`src/rtl/beta_pkg.sv`:
```
// beta_pkg: Beta ISA opcodes, substitute instructions, decode control bundle and opcode legality.
package beta_pkg;
    localparam logic [5:0] OP_LD    = 6'h18, OP_ST    = 6'h19, OP_JMP   = 6'h1B, OP_BEQ   = 6'h1D;
    localparam logic [5:0] OP_BNE   = 6'h1E, OP_LDR   = 6'h1F;
    localparam logic [5:0] OP_ADD   = 6'h20, OP_SUB   = 6'h21, OP_MUL   = 6'h22, OP_DIV   = 6'h23;
    localparam logic [5:0] OP_CMPEQ = 6'h24, OP_CMPLT = 6'h25, OP_CMPLE = 6'h26, OP_AND   = 6'h28;
    localparam logic [5:0] OP_OR    = 6'h29, OP_XOR   = 6'h2A, OP_XNOR  = 6'h2B, OP_SHL   = 6'h2C;
    localparam logic [5:0] OP_SHR   = 6'h2D, OP_SRA   = 6'h2E;
    localparam logic [5:0] OP_ADDC  = 6'h30, OP_SUBC  = 6'h31, OP_MULC  = 6'h32, OP_DIVC  = 6'h33;
    localparam logic [5:0] OP_CMPEQC = 6'h34, OP_CMPLTC = 6'h35, OP_CMPLEC = 6'h36, OP_ANDC = 6'h38;
    localparam logic [5:0] OP_ORC   = 6'h39, OP_XORC  = 6'h3A, OP_XNORC = 6'h3B, OP_SHLC  = 6'h3C;
    localparam logic [5:0] OP_SHRC  = 6'h3D, OP_SRAC  = 6'h3E;
    // ADD(R31,R31,R31) and BNE(R31,0,XP)
    localparam logic [31:0] INST_NOP        = 32'h83FF_F800;
    localparam logic [31:0] INST_BNE_EXCEPT = 32'h7BDF_0000;
    typedef struct packed {
        logic ld, st, ldr, jmp, beq, bne, wr_link, illegal, exc;
    } dec_ctl_t;
    function automatic logic is_legal(input logic [5:0] op);
        return (op inside {OP_LD, OP_ST, OP_JMP, OP_BEQ, OP_BNE, OP_LDR}) || (op[5] && op[2:0] != 3'b111);
    endfunction
endpackage

```
`src/rtl/regfile_2r1w.sv`:
```
// regfile_2r1w: 32-entry register file, two read ports, one write port, R31 reads zero, write-through.
module regfile_2r1w #(
    parameter int XLEN = 32
) (
    input  logic            clk,
    input  logic            rst_n,
    input  logic [4:0]      ra1,
    output logic [XLEN-1:0] rd1,
    input  logic [4:0]      ra2,
    output logic [XLEN-1:0] rd2,
    input  logic            we,
    input  logic [4:0]      wa,
    input  logic [XLEN-1:0] wd
);
    logic [XLEN-1:0] mem [32];
    always_ff @(posedge clk or negedge rst_n) begin
        if (!rst_n)
            for (int i = 0; i < 32; i++) mem[i] <= '0;
        else if (we && wa != 5'd31)
            mem[wa] <= wd;
    end
    assign rd1 = (ra1 == 5'd31) ? '0 : (we && wa == ra1) ? wd : mem[ra1];
    assign rd2 = (ra2 == 5'd31) ? '0 : (we && wa == ra2) ? wd : mem[ra2];
endmodule

```
`src/rtl/decode_stage_p.sv`:
```
// decode_stage_p: decode stage with valid/ready handshakes, N-deep bypass with load-use interlock,
// in-stage branch resolution, flush, latched interrupt injection and illegal-opcode trapping.
module decode_stage_p import beta_pkg::*; #(
    parameter int XLEN  = 32,
    parameter int NBYP  = 3,
    parameter int CNT_W = 16
) (
    input  logic                 clk,
    input  logic                 rst_n,
    input  logic                 if_valid,
    output logic                 if_ready,
    input  logic [XLEN-1:0]      if_pc,
    input  logic [31:0]          if_ir,
    output logic                 id_valid,
    input  logic                 id_ready,
    output logic [XLEN-1:0]      id_pc,
    output logic [31:0]          id_ir,
    output logic [XLEN-1:0]      id_a,
    output logic [XLEN-1:0]      id_b,
    output logic [XLEN-1:0]      id_d,
    output dec_ctl_t             id_ctl,
    input  logic                 flush,
    input  logic                 irq,
    output logic                 redirect_vld,
    output logic [XLEN-1:0]      redirect_pc,
    input  logic [NBYP-1:0]      byp_vld,
    input  logic [NBYP*5-1:0]    byp_rc,
    input  logic [NBYP-1:0]      byp_ld,
    input  logic [NBYP*XLEN-1:0] byp_data,
    input  logic                 wb_we,
    input  logic [4:0]           wb_addr,
    input  logic [XLEN-1:0]      wb_data,
    output logic [CNT_W-1:0]     stall_cnt
);
    logic            dec_vld, irq_pend, stall, fire, is_op, is_opc, is_st, sub, taken, lu_a, lu_p;
    logic [XLEN-1:0] dec_pc, sxt, br_tgt, rf_a, rf_p, val_a, val_p, op_a, op_p;
    logic [31:0]     dec_ir;
    logic [5:0]      opc;
    logic [4:0]      rc, ra, rb, rp;
    logic [NBYP-1:0] hit_a, hit_p, ld_use;
    assign opc    = dec_ir[31:26];
    assign rc     = dec_ir[25:21];
    assign ra     = dec_ir[20:16];
    assign rb     = dec_ir[15:11];
    assign is_op  = opc[5:4] == 2'b10;
    assign is_opc = opc[5:4] == 2'b11;
    assign is_st  = opc == OP_ST;
    assign rp     = is_st ? rc : rb;
    assign sxt    = {{(XLEN-16){dec_ir[15]}}, dec_ir[15:0]};
    assign br_tgt = dec_pc + XLEN'(4) + {sxt[XLEN-3:0], 2'b00};
    regfile_2r1w #(.XLEN(XLEN)) u_rf (
        .clk(clk), .rst_n(rst_n), .ra1(ra), .rd1(rf_a), .ra2(rp), .rd2(rf_p),
        .we(wb_we), .wa(wb_addr), .wd(wb_data)
    );
    // Write-back stage (last) always has its result ready, so it never interlocks.
    for (genvar k = 0; k < NBYP; k++) begin : g_byp
        assign hit_a[k]  = byp_vld[k] && byp_rc[k*5 +: 5] == ra;
        assign hit_p[k]  = byp_vld[k] && byp_rc[k*5 +: 5] == rp;
        assign ld_use[k] = byp_ld[k] && (k < NBYP - 1);
    end
    always_comb begin
        val_a = rf_a;
        val_p = rf_p;
        lu_a  = 1'b0;
        lu_p  = 1'b0;
        for (int i = NBYP - 1; i >= 0; i--) begin
            val_a = hit_a[i] ? byp_data[i*XLEN +: XLEN] : val_a;
            lu_a  = hit_a[i] ? ld_use[i] : lu_a;
            val_p = hit_p[i] ? byp_data[i*XLEN +: XLEN] : val_p;
            lu_p  = hit_p[i] ? ld_use[i] : lu_p;
        end
    end
    assign op_a     = (ra == 5'd31) ? '0 : val_a;
    assign op_p     = (rp == 5'd31) ? '0 : val_p;
    assign stall    = dec_vld && !flush && ((ra != 5'd31 && lu_a) || ((is_op || is_st) && rp != 5'd31 && lu_p));
    assign id_valid = dec_vld && !stall && !flush;
    assign if_ready = !flush && (!dec_vld || (id_ready && !stall));
    assign fire     = id_valid && id_ready;
    assign sub      = irq_pend || !is_legal(opc);
    assign id_pc    = dec_pc;
    assign id_ir    = sub ? INST_BNE_EXCEPT : dec_ir;
    assign id_ctl   = irq_pend ? dec_ctl_t'{wr_link: 1'b1, exc: 1'b1, default: 1'b0} :
                      sub      ? dec_ctl_t'{wr_link: 1'b1, illegal: 1'b1, default: 1'b0} :
                                 dec_ctl_t'{ld: opc == OP_LD, st: is_st, ldr: opc == OP_LDR, jmp: opc == OP_JMP,
                                            beq: opc == OP_BEQ, bne: opc == OP_BNE,
                                            wr_link: opc inside {OP_JMP, OP_BEQ, OP_BNE}, default: 1'b0};
    assign id_a     = (opc == OP_LDR) ? br_tgt : op_a;
    assign id_b     = (is_opc || opc == OP_LD || is_st) ? sxt : op_p;
    assign id_d     = is_st ? op_p : '0;
    assign taken    = !sub && (opc == OP_JMP || (opc == OP_BEQ && op_a == '0) || (opc == OP_BNE && op_a != '0));
    assign redirect_vld = fire && taken;
    assign redirect_pc  = (opc == OP_JMP) ? {op_a[XLEN-1:2], 2'b00} : br_tgt;
    always_ff @(posedge clk or negedge rst_n) begin
        if (!rst_n) begin
            dec_vld   <= 1'b0;
            dec_pc    <= '0;
            dec_ir    <= INST_NOP;
            irq_pend  <= 1'b0;
            stall_cnt <= '0;
        end else begin
            dec_vld   <= (if_valid && if_ready) || (dec_vld && !fire && !flush);
            dec_pc    <= (if_valid && if_ready) ? if_pc : dec_pc;
            dec_ir    <= (if_valid && if_ready) ? if_ir : dec_ir;
            irq_pend  <= irq || (irq_pend && !fire);
            stall_cnt <= stall_cnt + CNT_W'(stall && !(&stall_cnt));
        end
    end
endmodule

```
`config.mk`:
```
export PLATFORM = sky130hd
export DESIGN_NAME = decode_stage_p
export DESIGN_NICKNAME = d
export VERILOG_FILES = /design/src/rtl/beta_pkg.sv /design/src/rtl/regfile_2r1w.sv /design/src/rtl/decode_stage_p.sv
export SDC_FILE = /design/constraint.sdc
export NUM_CORES = 2
export LEC_CHECK = 0
export BUFFER_PORTS_ARGS = -buffer_cell sky130_fd_sc_hd__buf_2
export CORE_MARGIN = 3
export CORE_UTILIZATION = 45
export CTS_CLUSTER_DIAMETER = 120
export CTS_CLUSTER_SIZE = 30
export DETAILED_ROUTE_END_ITERATION = 8
export GPL_TIMING_DRIVEN = 0
export PLACE_DENSITY_LB_ADDON = 0.05
export SYNTH_ARGS = -nofsm -noshare
export SYNTH_HDL_FRONTEND = slang
export SYNTH_SLANG_ARGS = --single-unit
```
`constraint.sdc`:
```
create_clock -name clk -period 7.7 [get_ports clk]
set_input_delay 1.925 -clock clk [delete_from_list [all_inputs] [get_ports clk]]
set_output_delay 1.925 -clock clk [all_outputs]
set_load 0.005 [all_outputs]
```
==> impl_metrics.json <==
{
  "slew_violations": 131,
  "min_period_ns": 7.917,
  "fp.dieArea_um2": 147700,
  "grt_pass1_wl_mm": 437.0,
  "layout-drive-gt1-share": 0.4244,
  "ios": 445,
  "rows": 138,
  "synth_area_leaders": "dfrtp_1, mux4_2, mux2_2, nand2_1, clkbuf_1",
  "min-delay-start": "u_rf.mem[27]$_DFFE_PN0P_",
  "r2r-start": "dec_ir[18]$_DFFE_PN1P_",
  "status": "complete, but fails checks",
  "crit_fanout": 10,
  "drv_cap": 14,
  "grt_setup_unrepaired": "true",
  "whs_ns": 0.4949,
  "dieWidth_um": 384.3,
  "p_leak_uw": 0.03140,
  "worstSetupPathType": "reg2out",
  "async_flop_share": 1.000,
  "core_area_um2": 141800,
  "ys_seq_elements": 1106,
  "drc_errors": 0,
  "synth_nets": 5327,
  "ant_nets": 0,
  "synthFlopType": "dfrtp_1",
  "clock_latency_ns": 0.73,
  "r2r_slack_ns": 2.68,
  "cts.sinks": 1106,
  "cts_tree": "done",
  "yosysMostFrequentCell": "dfrtp_1",
  "violations": "max-capacitance violations, max-slew violations, negative setup slack",
  "tightest_slew_ns": 1.610,
  "cp-start-kind": "register",
  "setup.worst_path.end_class": "primary output",
  "power_uw": 20370,
  "numCtsBuffers": 46,
  "synth_top_cells_by_count": "dfrtp_1, mux2_2, mux4_2",
  "clk_pin_slew_worst_paths_ns": 0.12,
  "hold_path_depth": 1,
  "clock_path_buffers": 3,
  "r2r-end": "dec_ir[26]$_DFFE_PN0P_",
  "ys_warn_count": 0,
  "power_density_nw_per_um2": 282.4,
  "place_congestion": 1.024,
  "vdd_drop_max_mv": 0.2656,
  "synthCells": 5041,
  "setup_viol": 12,
  "htree_levels": 2,
  "syn_to_final_growth_pct": 11.97,
  "rr_worst_depth": 11,
  "arrival_ns": 5.99,
  "grt_max_degree": 160,
  "vias_per_cell": 7.008,
  "wl_per_cell_um": 43.22,
  "final_nets": 5854,
  "yosysSeqAreaShare": 0.4300,
  "clock_skew_ns": 0.04323,
  "worst_hold_path.endpoint": "u_rf.mem[27]$_DFFE_PN0P_",
  "max-slew-margin-rel": -0.07311,
  "fin_ws_ns": -0.2171,
  "fillers": 12800,
  "synth_area_um2": 64400,
  "start_util": 0.4543,
  "worstPathRequired_ns": 5.78,
  "hold_class": "reg2reg",
  "dr_total_vias": 52650,
  "gr-total-overflow": 0,
  "synth_top_cell_area_share": 0.4235,
  "routed_wl_mm": 324.6,
  "final-hold-violation-count": 0,
  "ys_types": 87,
  "dpl.hpwl_mm": 238.1,
  "synth_area_leader_cell": "dfrtp_1",
  "first_iter_violations": 7295,
  "post-route-period-util": 1.028,
  "avgSynthCellArea_um2": 12.78,
  "first_pass_iters": 8,
  "portBuffers": 439,
  "grt_pass1_vias": 50380,
  "antenna_found_initial": 32,
  "pre_cts_slack_ns": -1.900,
  "die_y_um": 384.3,
  "cts-root-buf": "clkbuf_16",
  "max_freq_ghz": 0.1263,
  "synth_edf_count": 0,
  "grt_use_total": 0.4334
}
## metal layers
metal | vias to the layer above | wire (um) | global-route usage
li1 | 20110 | - | -
met1 | 27650 | 121100 | 0.5478
met2 | 3935 | 135300 | 0.6137
met3 | 933 | 40830 | 0.1651
met4 | 20 | 27240 | 0.2965
met5 | - | 162 | 0
## state kept, by name, summed over array words and instances (netlist names)
name / flops
u_rf.mem: 1024
dec_vld: 1
dec_ir: 32
stall_cnt: 16
irq_pend: 1
id_pc: 32
## layout make-up
type / count / area (um^2) / share of cell area
clock inverters: 11 / 231.5 / 0.003210
inverters: 22 / 83.83 / 0.001163
multi-input cells: 3407 / 34830 / 0.4831
well taps: 1890 / 2365 / 0.03279
diodes: 28 / 70.07 / 0.0009716
repair buffers: 483 / 2759 / 0.03826
plain buffers: 502 / 2835 / 0.03932
clock buffers: 63 / 1236 / 0.01714
flip-flops and latches: 1106 / 27700 / 0.3841
## stage by stage
stage          instance area [um^2]    util  std cells  setup TNS [ns]
3_5_place_dp                  69330  0.4891       7384          -25.23
2_1_floorplan                 64400       -       5041               0
5_1_grt                       72060  0.5083       7490         -0.1704
6_report                      72110  0.5087       7512         -0.8902
4_1_cts                       71650  0.5054       7473         -0.2007
3_3_place_gp                  68970  0.4865       7370               -
## worst max path at each step
stage	slack, ns	endpoint	cells after the start	start
after floorplan	1.20	redirect_vld	12	wb_addr[4]
after global placement	-20.70	u_rf.mem[440]$_DFFE_PN0P_	1	rst_n
after detailed placement	-1.90	redirect_vld	13	wb_addr[4]
after CTS	-0.20	redirect_vld	14	dec_ir[17]$_DFFE_PN1P_
after global routing	-0.11	id_b[18]	13	dec_ir[31]$_DFFE_PN1P_
final	-0.22	redirect_vld	13	dec_ir[18]$_DFFE_PN1P_
## timing repair
item,in CTS,in global routing
cloned,0,0
resized for setup,245,134
setup endpoints to repair,107,54
hold buffers,0,0
setup buffers,16,13
pin swaps,14,14
## cells in the final DEF (no fill, tap or decap), types with 13 or more instances in the layout
cell type	n
a21oi_1	74
mux2i_1	116
o311ai_0	14
clkbuf_2	52
nor3_1	41
mux2_2	989
mux2_4	60
clkbuf_16	47
nand2_1	469
buf_16	14
xnor2_1	59
nand4_1	13
nand3_1	120
mux4_2	497
buf_2	473
a211oi_1	19
a221oi_1	20
buf_6	35
inv_1	20
o31ai_1	26
diode_2	28
clkbuf_1	306
and3_1	17
o211ai_1	71
nor4_1	13
nor2_1	159
clkbuf_4	20
o21ai_0	149
a21o_1	29
and2_1	33
buf_4	59
or3_1	23
dfstp_2	16
dfrtp_1	1090
o22ai_1	52
a22oi_1	25
nor2b_1	18
ha_1	60
## critical path, stage by stage (launching register included)
cell and delay [ns]:
dfstp_2 0.52, buf_2 0.23, buf_6 0.30, buf_4 0.36, buf_6 0.36, buf_6 0.36
mux4_2 0.41, o211ai_1 0.85, a21o_1 0.34, nand4_1 0.35, nor4_4 0.28, a41oi_1 0.21
a211oi_4 0.46, buf_2 0.19
## logic make-up after synthesis
logic type	synth area share
buffers and inverters	0.03421
and+or+nand+nor	0.06920
muxes	0.3790
AOI/OAI and AO/OA	0.06588
DFF	0.4300
adders and majority gates	0.01197
xor gates and xnor gates	0.009655
## report_power, final
group	internal [uW]	switching [uW]	leakage (uW)	total (uW)
logic	3810	5330	0.0166	9130
clock network	1280	2160	0.000701	3440
registers	6890	904	0.0141	7790
total	12000	8380	0.0314	20400
Note: power is estimated with default switching activity, not from simulation.
